File: src/rtl/sseg_scan_controller_pkg.sv
// Shared definitions for the 7-segment scan controller: FSM encoding and
// default slot timing for the 50 MHz board clock.
package sseg_scan_controller_pkg;

   localparam int DWELL_DEF = 50000;
   localparam int BLANK_DEF = 500;

   typedef enum logic {
      S_BLANK = 1'b0,
      S_DRIVE = 1'b1
   } state_t;

endpackage

File: src/rtl/sseg_scan_controller_if.sv
// Load and display bus between the value sources, the scan controller and
// the downstream hex decoder / anode pins.
interface sseg_scan_controller_if #(
   parameter int NDIG = 4
);
   logic              en;
   logic              load;
   logic [4*NDIG-1:0] value;
   logic [NDIG-1:0]   dp_mask;
   logic              lz_en;
   logic [3:0]        hex;
   logic              dp;
   logic [NDIG-1:0]   anode;
   logic              frame_done;

   modport master (
      output en, load, value, dp_mask, lz_en,
      input  hex, dp, anode, frame_done
   );

   modport slave (
      input  en, load, value, dp_mask, lz_en,
      output hex, dp, anode, frame_done
   );
endinterface

File: src/rtl/sseg_scan_controller_slot_timer.sv
// Slot timer: cycle counter within a digit slot and the digit index, with
// blank-end, slot-end and frame-end terminal-count flags.
module sseg_scan_controller_slot_timer #(
   parameter int NDIG  = 4,
   parameter int DWELL = 50000,
   parameter int BLANK = 500
) (
   input  logic                    clk,
   input  logic                    nrst,
   input  logic                    en,
   output logic [$clog2(NDIG)-1:0] idx,
   output logic                    blank_end,
   output logic                    slot_end,
   output logic                    frame_end
);
   localparam int CW = $clog2(DWELL);
   localparam int IW = $clog2(NDIG);

   logic [CW-1:0] cnt_q, cnt_d;
   logic [IW-1:0] idx_q, idx_d;

   assign blank_end = (cnt_q == CW'(BLANK - 1));
   assign slot_end  = (cnt_q == CW'(DWELL - 1));
   assign frame_end = slot_end && (idx_q == IW'(NDIG - 1));
   assign idx       = idx_q;

   always_comb begin
      cnt_d = cnt_q;
      idx_d = idx_q;
      if (!en) begin
         cnt_d = '0;
         idx_d = '0;
      end else if (slot_end) begin
         cnt_d = '0;
         idx_d = (idx_q == IW'(NDIG - 1)) ? '0 : idx_q + IW'(1);
      end else begin
         cnt_d = cnt_q + CW'(1);
      end
   end

   always_ff @(posedge clk or negedge nrst) begin
      if (!nrst) begin
         cnt_q <= '0;
         idx_q <= '0;
      end else begin
         cnt_q <= cnt_d;
         idx_q <= idx_d;
      end
   end
endmodule

File: src/rtl/sseg_scan_controller.sv
// Multiplexes NDIG hex digits onto a shared common-anode decoder with
// double-buffered loads, per-slot anti-ghost blanking and leading-zero blanking.
//
//   state   | meaning
//   S_BLANK | all anodes off; hex/dp for the current slot settle
//   S_DRIVE | anode of the current digit low (unless blanked)
module sseg_scan_controller
   import sseg_scan_controller_pkg::*;
#(
   parameter int NDIG  = 4,
   parameter int DWELL = DWELL_DEF,
   parameter int BLANK = BLANK_DEF
) (
   input logic                   clk,
   input logic                   nrst,
   sseg_scan_controller_if.slave bus
);
   localparam int              IW        = $clog2(NDIG);
   localparam logic [NDIG-1:0] ANODE_OFF = '1;

   state_t            state_q, state_d;
   logic [IW-1:0]     idx;
   logic              blank_end, slot_end, frame_end, frame_done;

   logic [4*NDIG-1:0] sh_value_q, sh_value_d, act_value_q, act_value_d;
   logic [NDIG-1:0]   sh_dp_q, sh_dp_d, act_dp_q, act_dp_d;
   logic              sh_lz_q, sh_lz_d, act_lz_q, act_lz_d;
   logic              sh_vld_q, sh_vld_d, act_vld_q, act_vld_d;

   logic [NDIG-1:0]   anode_q, anode_d;
   logic [3:0]        hex_q, hex_d;
   logic              dp_q, dp_d;

   logic [NDIG-1:0]   lz_blank;
   logic              zero_run;
   logic              slot_off;

   sseg_scan_controller_slot_timer #(
      .NDIG  (NDIG),
      .DWELL (DWELL),
      .BLANK (BLANK)
   ) u_timer (
      .clk       (clk),
      .nrst      (nrst),
      .en        (bus.en),
      .idx       (idx),
      .blank_end (blank_end),
      .slot_end  (slot_end),
      .frame_end (frame_end)
   );

   assign frame_done     = frame_end & bus.en;
   assign bus.frame_done = frame_done;
   assign bus.anode      = anode_q;
   assign bus.hex        = hex_q;
   assign bus.dp         = dp_q;

   // A load landing in the frame_done cycle reaches the shadow only; the
   // active copy takes the pre-edge shadow, so it shows one frame later.
   always_comb begin
      sh_value_d  = sh_value_q;
      sh_dp_d     = sh_dp_q;
      sh_lz_d     = sh_lz_q;
      sh_vld_d    = sh_vld_q;
      act_value_d = act_value_q;
      act_dp_d    = act_dp_q;
      act_lz_d    = act_lz_q;
      act_vld_d   = act_vld_q;
      if (bus.load) begin
         sh_value_d = bus.value;
         sh_dp_d    = bus.dp_mask;
         sh_lz_d    = bus.lz_en;
         sh_vld_d   = 1'b1;
      end
      if (frame_done) begin
         act_value_d = sh_value_q;
         act_dp_d    = sh_dp_q;
         act_lz_d    = sh_lz_q;
         act_vld_d   = sh_vld_q;
      end
   end

   always_comb begin
      lz_blank = '0;
      zero_run = 1'b1;
      for (int k = NDIG - 1; k >= 0; k--) begin
         zero_run    = zero_run && (act_value_q[4*k +: 4] == 4'h0);
         lz_blank[k] = act_lz_q && (k != 0) && zero_run && !act_dp_q[k];
      end
   end

   // Nothing is shown until a loaded value has become active.
   assign slot_off = !act_vld_q || lz_blank[idx];

   always_comb begin
      state_d = state_q;
      anode_d = anode_q;
      hex_d   = hex_q;
      dp_d    = dp_q;
      if (!bus.en) begin
         state_d = S_BLANK;
         anode_d = ANODE_OFF;
      end else begin
         case (state_q)
            S_BLANK: begin
               anode_d = ANODE_OFF;
               hex_d   = act_value_q[4*idx +: 4];
               dp_d    = act_dp_q[idx] & ~slot_off;
               if (blank_end) begin
                  state_d      = S_DRIVE;
                  anode_d[idx] = slot_off;
               end
            end
            S_DRIVE: begin
               if (slot_end) begin
                  state_d = S_BLANK;
                  anode_d = ANODE_OFF;
               end
            end
            default: begin
               state_d = S_BLANK;
               anode_d = ANODE_OFF;
            end
         endcase
      end
   end

   always_ff @(posedge clk or negedge nrst) begin
      if (!nrst) begin
         state_q     <= S_BLANK;
         anode_q     <= ANODE_OFF;
         hex_q       <= '0;
         dp_q        <= 1'b0;
         sh_value_q  <= '0;
         sh_dp_q     <= '0;
         sh_lz_q     <= 1'b0;
         sh_vld_q    <= 1'b0;
         act_value_q <= '0;
         act_dp_q    <= '0;
         act_lz_q    <= 1'b0;
         act_vld_q   <= 1'b0;
      end else begin
         state_q     <= state_d;
         anode_q     <= anode_d;
         hex_q       <= hex_d;
         dp_q        <= dp_d;
         sh_value_q  <= sh_value_d;
         sh_dp_q     <= sh_dp_d;
         sh_lz_q     <= sh_lz_d;
         sh_vld_q    <= sh_vld_d;
         act_value_q <= act_value_d;
         act_dp_q    <= act_dp_d;
         act_lz_q    <= act_lz_d;
         act_vld_q   <= act_vld_d;
      end
   end
endmodule

File: src/flat_wrapper.sv
// flat-port wrapper written by rule: the top's interface ports become plain ports
module sseg_scan_controller_flat import sseg_scan_controller_pkg::*;
#(
   parameter int NDIG  = 4,
   parameter int DWELL = DWELL_DEF,
   parameter int BLANK = BLANK_DEF
)
  (clk, nrst, bus_en, bus_load, bus_value, bus_dp_mask, bus_lz_en, bus_hex, bus_dp, bus_anode, bus_frame_done);
  sseg_scan_controller_if #(.NDIG(NDIG)) bus_i ();
  input logic clk;
  input logic nrst;
  input wire logic [$bits(bus_i.en)-1:0] bus_en;
  input wire logic [$bits(bus_i.load)-1:0] bus_load;
  input wire logic [$bits(bus_i.value)-1:0] bus_value;
  input wire logic [$bits(bus_i.dp_mask)-1:0] bus_dp_mask;
  input wire logic [$bits(bus_i.lz_en)-1:0] bus_lz_en;
  output wire logic [$bits(bus_i.hex)-1:0] bus_hex;
  output wire logic [$bits(bus_i.dp)-1:0] bus_dp;
  output wire logic [$bits(bus_i.anode)-1:0] bus_anode;
  output wire logic [$bits(bus_i.frame_done)-1:0] bus_frame_done;
  assign bus_i.en = bus_en;
  assign bus_i.load = bus_load;
  assign bus_i.value = bus_value;
  assign bus_i.dp_mask = bus_dp_mask;
  assign bus_i.lz_en = bus_lz_en;
  assign bus_hex = bus_i.hex;
  assign bus_dp = bus_i.dp;
  assign bus_anode = bus_i.anode;
  assign bus_frame_done = bus_i.frame_done;
  sseg_scan_controller #(.NDIG(NDIG), .DWELL(DWELL), .BLANK(BLANK)) u_core (.clk(clk), .nrst(nrst), .bus(bus_i));
endmodule
File: config.mk
export PLATFORM = sky130hd
export DESIGN_NAME = sseg_scan_controller_flat
export DESIGN_NICKNAME = d
export VERILOG_FILES = /design/src/rtl/sseg_scan_controller_pkg.sv /design/src/rtl/sseg_scan_controller_if.sv /design/src/rtl/sseg_scan_controller_slot_timer.sv /design/src/rtl/sseg_scan_controller.sv /design/src/flat_wrapper.sv
export SDC_FILE = /design/constraint.sdc
export NUM_CORES = 1
export LEC_CHECK = 0
export CORE_ASPECT_RATIO = 0.9
export CORE_MARGIN = 2
export CORE_UTILIZATION = 55
export CTS_BUF_LIST = sky130_fd_sc_hd__clkbuf_4 sky130_fd_sc_hd__clkbuf_8
export CTS_CLUSTER_DIAMETER = 100
export DETAILED_ROUTE_END_ITERATION = 8
export GPL_TIMING_DRIVEN = 0
export PLACE_DENSITY = 0.89
export SETUP_SLACK_MARGIN = 0.5
export SLEW_MARGIN = 20
export SYNTH_ARGS = -nofsm -noshare
export SYNTH_HDL_FRONTEND = slang
export SYNTH_SLANG_ARGS = --single-unit
File: constraint.sdc
create_clock -name clk -period 2.3 [get_ports clk]
set_clock_uncertainty 0.15 [all_clocks]
set_input_delay 0.46 -clock clk [delete_from_list [all_inputs] [get_ports clk]]
set_output_delay 0.46 -clock clk [all_outputs]
set_load 0.05 [all_outputs]
==> out/summary.md <==
- **result of the run** finished, violations left
- **violations in the final reports** negative setup slack
- **final worst-path setup slack** -0.08097 ns
- **die extent in y** 77.55 um
- **share of the synthesized area in the top cell type** 0.5148
- **master cell of the clock root buffer** clkbuf_8
- **Slew Viols, Final** 0
- **final-report setup violation count** 29
- **die width** 85.72 um
- **DR WL/cell** 18.84 um
- **Final nets** 340
- **cell taking the most area after synthesis** dfrtp_1
- **Post-synth EDFFs** 0
- **DP Area** 3780 sq um
- **dominant combinational cell family by area after synthesis** multiplexers
- **largest net degree at the start of global routing** 54
- **R2R Path End** u_core.u_timer.cnt_q[5]$_DFF_PN0_
- **Post-Route Hold Slack** 0.3591 ns
- **startpoint of the worst hold path** u_core.sh_value_q[12]$_DFFE_PN0P_
- **transition time of the tightest slew-check pin** 0.6073 ns
- **Initial Utilization** 0.5741
- **proportion of synthesized chip area in sequential cells** 0.5466
- **standard-cell row count** 26
- **Die Area** 6647 sq um
- **dominant register cell in the synthesized netlist** dfrtp_1
- **share of cells above drive strength 1** 0.3905
- **Routed Wire Length** 7.254 mm
- **Initial DRT Pass Iterations** 6
- **worst hold path cell count** 1
- **post-detailed-placement half-perimeter wirelength** 4.415 mm
- **H-tree levels** 3
- **number of hold violations in the final report** 0
- **CP peak stage delay** 0.42 ns
- **RSZ-0062 raised after global routing** true
- **cells along the critical path** ha_4, and3_4, buf_6, nand3_4, nor3_4, and2_4, buf_8
- **number of antenna-violating nets in the routed design** 0
- **Worst Path Buf+Inv** 2
- **total routing resource utilization after global routing** 0.2396
- **hold path endpoint** u_core.act_value_q[12]$_DFFE_PN0P_
- **P_sw** 566.3 uW
- **Slew HR** 0.5914
- **ratio of routed vias to standard cells** 5.940
- **Internal Dissipation** 2.272 mW
- **XOR/XNOR Fraction of Synth Area** 0.03444
- **post-layout min period** 2.381 ns
- **footprint of the flip-flops and latches** 1810 sq um
- **worst reg2reg setup slack** -0.05 ns
- **worst reg-to-reg path cell count** 9
- **global-route wire length before repair** 11.97 mm
- **Sequential Power Share** 0.470
- **FF-to-FF Start** u_core.u_timer.cnt_q[1]$_DFF_PN0_
- **ranking of synthesized cells by area** dfrtp_1, mux2_2, mux2_4, mux4_2, dfstp_2
- **number of violations of the max-capacitance limit** 0
- **upper clock frequency limit** 0.4200 GHz
- **proportion of total power due to net switching** 0.1995
- **overflow left after global routing** 0
- **synthesized area per cell** 13.49 sq um
- **number of clock buffers inserted by TritonCTS** 9
- **Synth-to-Final Area Change** 29.83%
- **critical path data arrival time** 1.77 ns
- **required time at the endpoint of the critical path** 1.69 ns
- **CTS tree** yes
- **Seq cells post-synth** 72
- **Warnings, synthesis** 0
- **Synth async-reset ratio** 1.000
- **clock tree buffer depth** 2
- **RD Place Congestion** 0.8097
- **startpoint type of the worst setup path** register
- **largest vdd supply drop** 0.5161 mV
- **Adder-Cell Fraction of Synth Area** 0.01893
- **count of filler cells inserted in the layout** 328
- **Gate Count Post-Synth** 245
- **clock slew at the register clock pins of the worst setup and hold paths** 0.07 ns
- **worst hold path class** register to register
- **final instance area** 4292 sq um
- **area occupied by multi-input gates** 1431 sq um
- **antenna violations before repair** 0
- **sink count of the clock tree** 72
- **crit-path max FO** 2
- **final worst-path cycle share** 1.035
- **number of nets in the synthesized netlist** 275
- **CP Capture Type** output port
- **ratio of total power to cell area** 661.4 nW/um^2
- **CP top delay family** simple AND/OR/NAND/NOR gates
- **core footprint** 5758 sq um
- **Logic pwr share** 0.056
- **compound-gate portion of the synthesized area** 0.04012
- **simple logic cell fraction of the synthesized area** 0.1124
- **detailed-route via count** 2,287
- **clock insertion delay at the later pin of the skew report** 0.35 ns
- **synth unique cells** 40
- **number of global-route vias before repair** 2,345
- **total inserted antenna cells** 0
- **highest-delay cell along the critical path** dfrtp_1
- **multiplexer share of the synthesized area** 0.2169
- **Remaining DRCs** 0
- **critical path type** register to output port
- **drt first-iter violations** 194
- **portion of total power attributed to the clock network** 0.474
- **Boundary Pins** 35
- **count of buffers from port buffering** 34
- **LEAKAGE** 1.848 nW
- **cell area after synthesis** 3306 sq um
power groups by stage:
stage / registers (mW) / logic (mW) / clock network [mW]
2_1_floorplan: 1.35 / 0.0628 / 0
3_3_place_gp: 1.35 / 0.134 / 0
3_5_place_dp: 1.36 / 0.145 / 0
4_1_cts: 1.33 / 0.155 / 1.36
5_1_grt: 1.34 / 0.176 / 1.43
6_report: 1.33 / 0.159 / 1.34
worst register-to-register path, delay by kind of cell, from the launching register on:
| family | cells | cell delay [ns] |
|---|---|---|
| AO/OA/AOI/OAI | 1 | 0.43 |
| buffers and inverters | 4 | 0.71 |
| AND/OR/NAND/NOR | 3 | 0.36 |
| adder cells (fa/ha/maj) | 1 | 0.16 |
| flip-flops | 1 | 0.42 |
kinds of logic after synthesis:
| group | Yosys count |
|---|---|
| multiplexers | 52 |
| buffers and inverters | 17 |
| AND/OR/NAND/NOR | 67 |
| AO/OA/AOI/OAI | 19 |
| adder cells (fa/ha/maj) | 5 |
| flip-flops | 72 |
| XOR/XNOR | 13 |
layer usage:
metal	up-vias	global-route usage	wire length (um)
met4	0	0.09841	256
met2	99	0.3813	3574
li1	1013	-	-
met3	27	0.07660	468
met5	-	0	0
met1	1148	0.3041	2954
sequential cells by signal, summed over array words and instances, names as in the netlist:
name and flops:
u_core.act_dp_q 4, u_core.act_lz_q 1, u_core.act_value_q 16, u_core.act_vld_q 1
u_core.bus.anode 4, u_core.bus.dp 1, u_core.bus.hex 4, u_core.sh_dp_q 4
u_core.sh_lz_q 1, u_core.sh_value_q 16, u_core.sh_vld_q 1, u_core.state_q 1
u_core.u_timer.cnt_q 16, u_core.u_timer.idx 2
layout by cell type (no fill, tap or decap), types with 2 or more instances in the layout:
master,n
xor2_1,2
a2111oi_0,4
ha_1,4
nand3_1,9
clkbuf_2,4
mux2_4,20
a31oi_1,4
inv_1,8
nor3_1,5
buf_16,2
dfrtp_2,3
clkbuf_8,10
a21oi_1,2
bufinv_16,4
buf_12,4
nor2_1,21
a22o_1,2
buf_2,5
dfrtp_1,65
mux4_2,5
nand4_1,4
and2_1,2
dfstp_2,4
nor4_1,6
buf_6,2
nand2_1,6
nor3_4,2
o21ai_0,3
mux2_2,27
buf_4,15
xnor2_1,11
clkdlybuf4s15_2,5
clkdlybuf4s50_1,23
layout make-up:
type                    instances  area share
multi-input cells             156      0.3335
repair buffers                 54      0.1341
well taps                      70     0.02041
clock buffers                  11     0.03382
plain buffers                   9     0.01953
inverters                       8    0.006997
clock inverters                 5     0.02974
flip-flops and latches         72      0.4219
worst max-delay path by stage:
stage,end,depth (start not counted),startpoint
global route,bus_frame_done,7,u_core.u_timer.cnt_q[1]$_DFF_PN0_
finish,bus_frame_done,7,u_core.u_timer.cnt_q[1]$_DFF_PN0_
detailed placement,bus_frame_done,5,bus_en
floorplan,u_core.act_dp_q[0]$_DFFE_PN0P_,7,u_core.u_timer.cnt_q[0]$_DFF_PN0_
CTS,bus_frame_done,7,u_core.u_timer.cnt_q[0]$_DFF_PN0_
global placement,u_core.sh_value_q[12]$_DFFE_PN0P_,1,nrst
Yosys cell counts (2+ instances only):
master,instances
ha_1,5
a22o_1,2
nor4_1,6
mux4_2,5
nand4_1,4
and2_1,3
xnor2_1,11
inv_1,8
buf_1,3
o21ai_0,3
nand2_1,7
dfstp_2,4
nand3_1,9
mux2_2,27
clkbuf_1,2
and3_1,2
xor2_1,2
nor3_1,6
nor2_1,21
a31oi_1,4
a21oi_1,2
a2111oi_0,4
dfrtp_1,68
buf_12,2
mux2_4,20
what timing repair did:
item                       4_1_cts  5_1_grt
hold buffers                     1        0
setup buffers                    8        8
pin swaps                        3        3
hold endpoints to repair        15        0
gates cloned                     2        0
gates resized for setup         47       10
setup endpoints to repair       55       68
per-stage QoR:
| step | total power [mW] | utilization | setup WS [ns] | std cells | TNS, ns |
|---|---|---|---|---|---|
| finish | 2.838 | 0.7453 | -0.08097 | 385 | -0.8321 |
| global placement | 1.489 | 0.6521 | -1.698 | 349 | -119.42 |
| floorplan | 1.411 | - | 0.3393 | 245 | 0 |
| CTS | 2.845 | 0.7308 | -0.05630 | 377 | -0.05630 |
| global route | 2.940 | 0.7453 | -0.1527 | 385 | -2.600 |
| detailed placement | 1.503 | 0.6565 | -0.6379 | 350 | -0.6389 |
No activity file was read; power rests on OpenSTA's default activity.
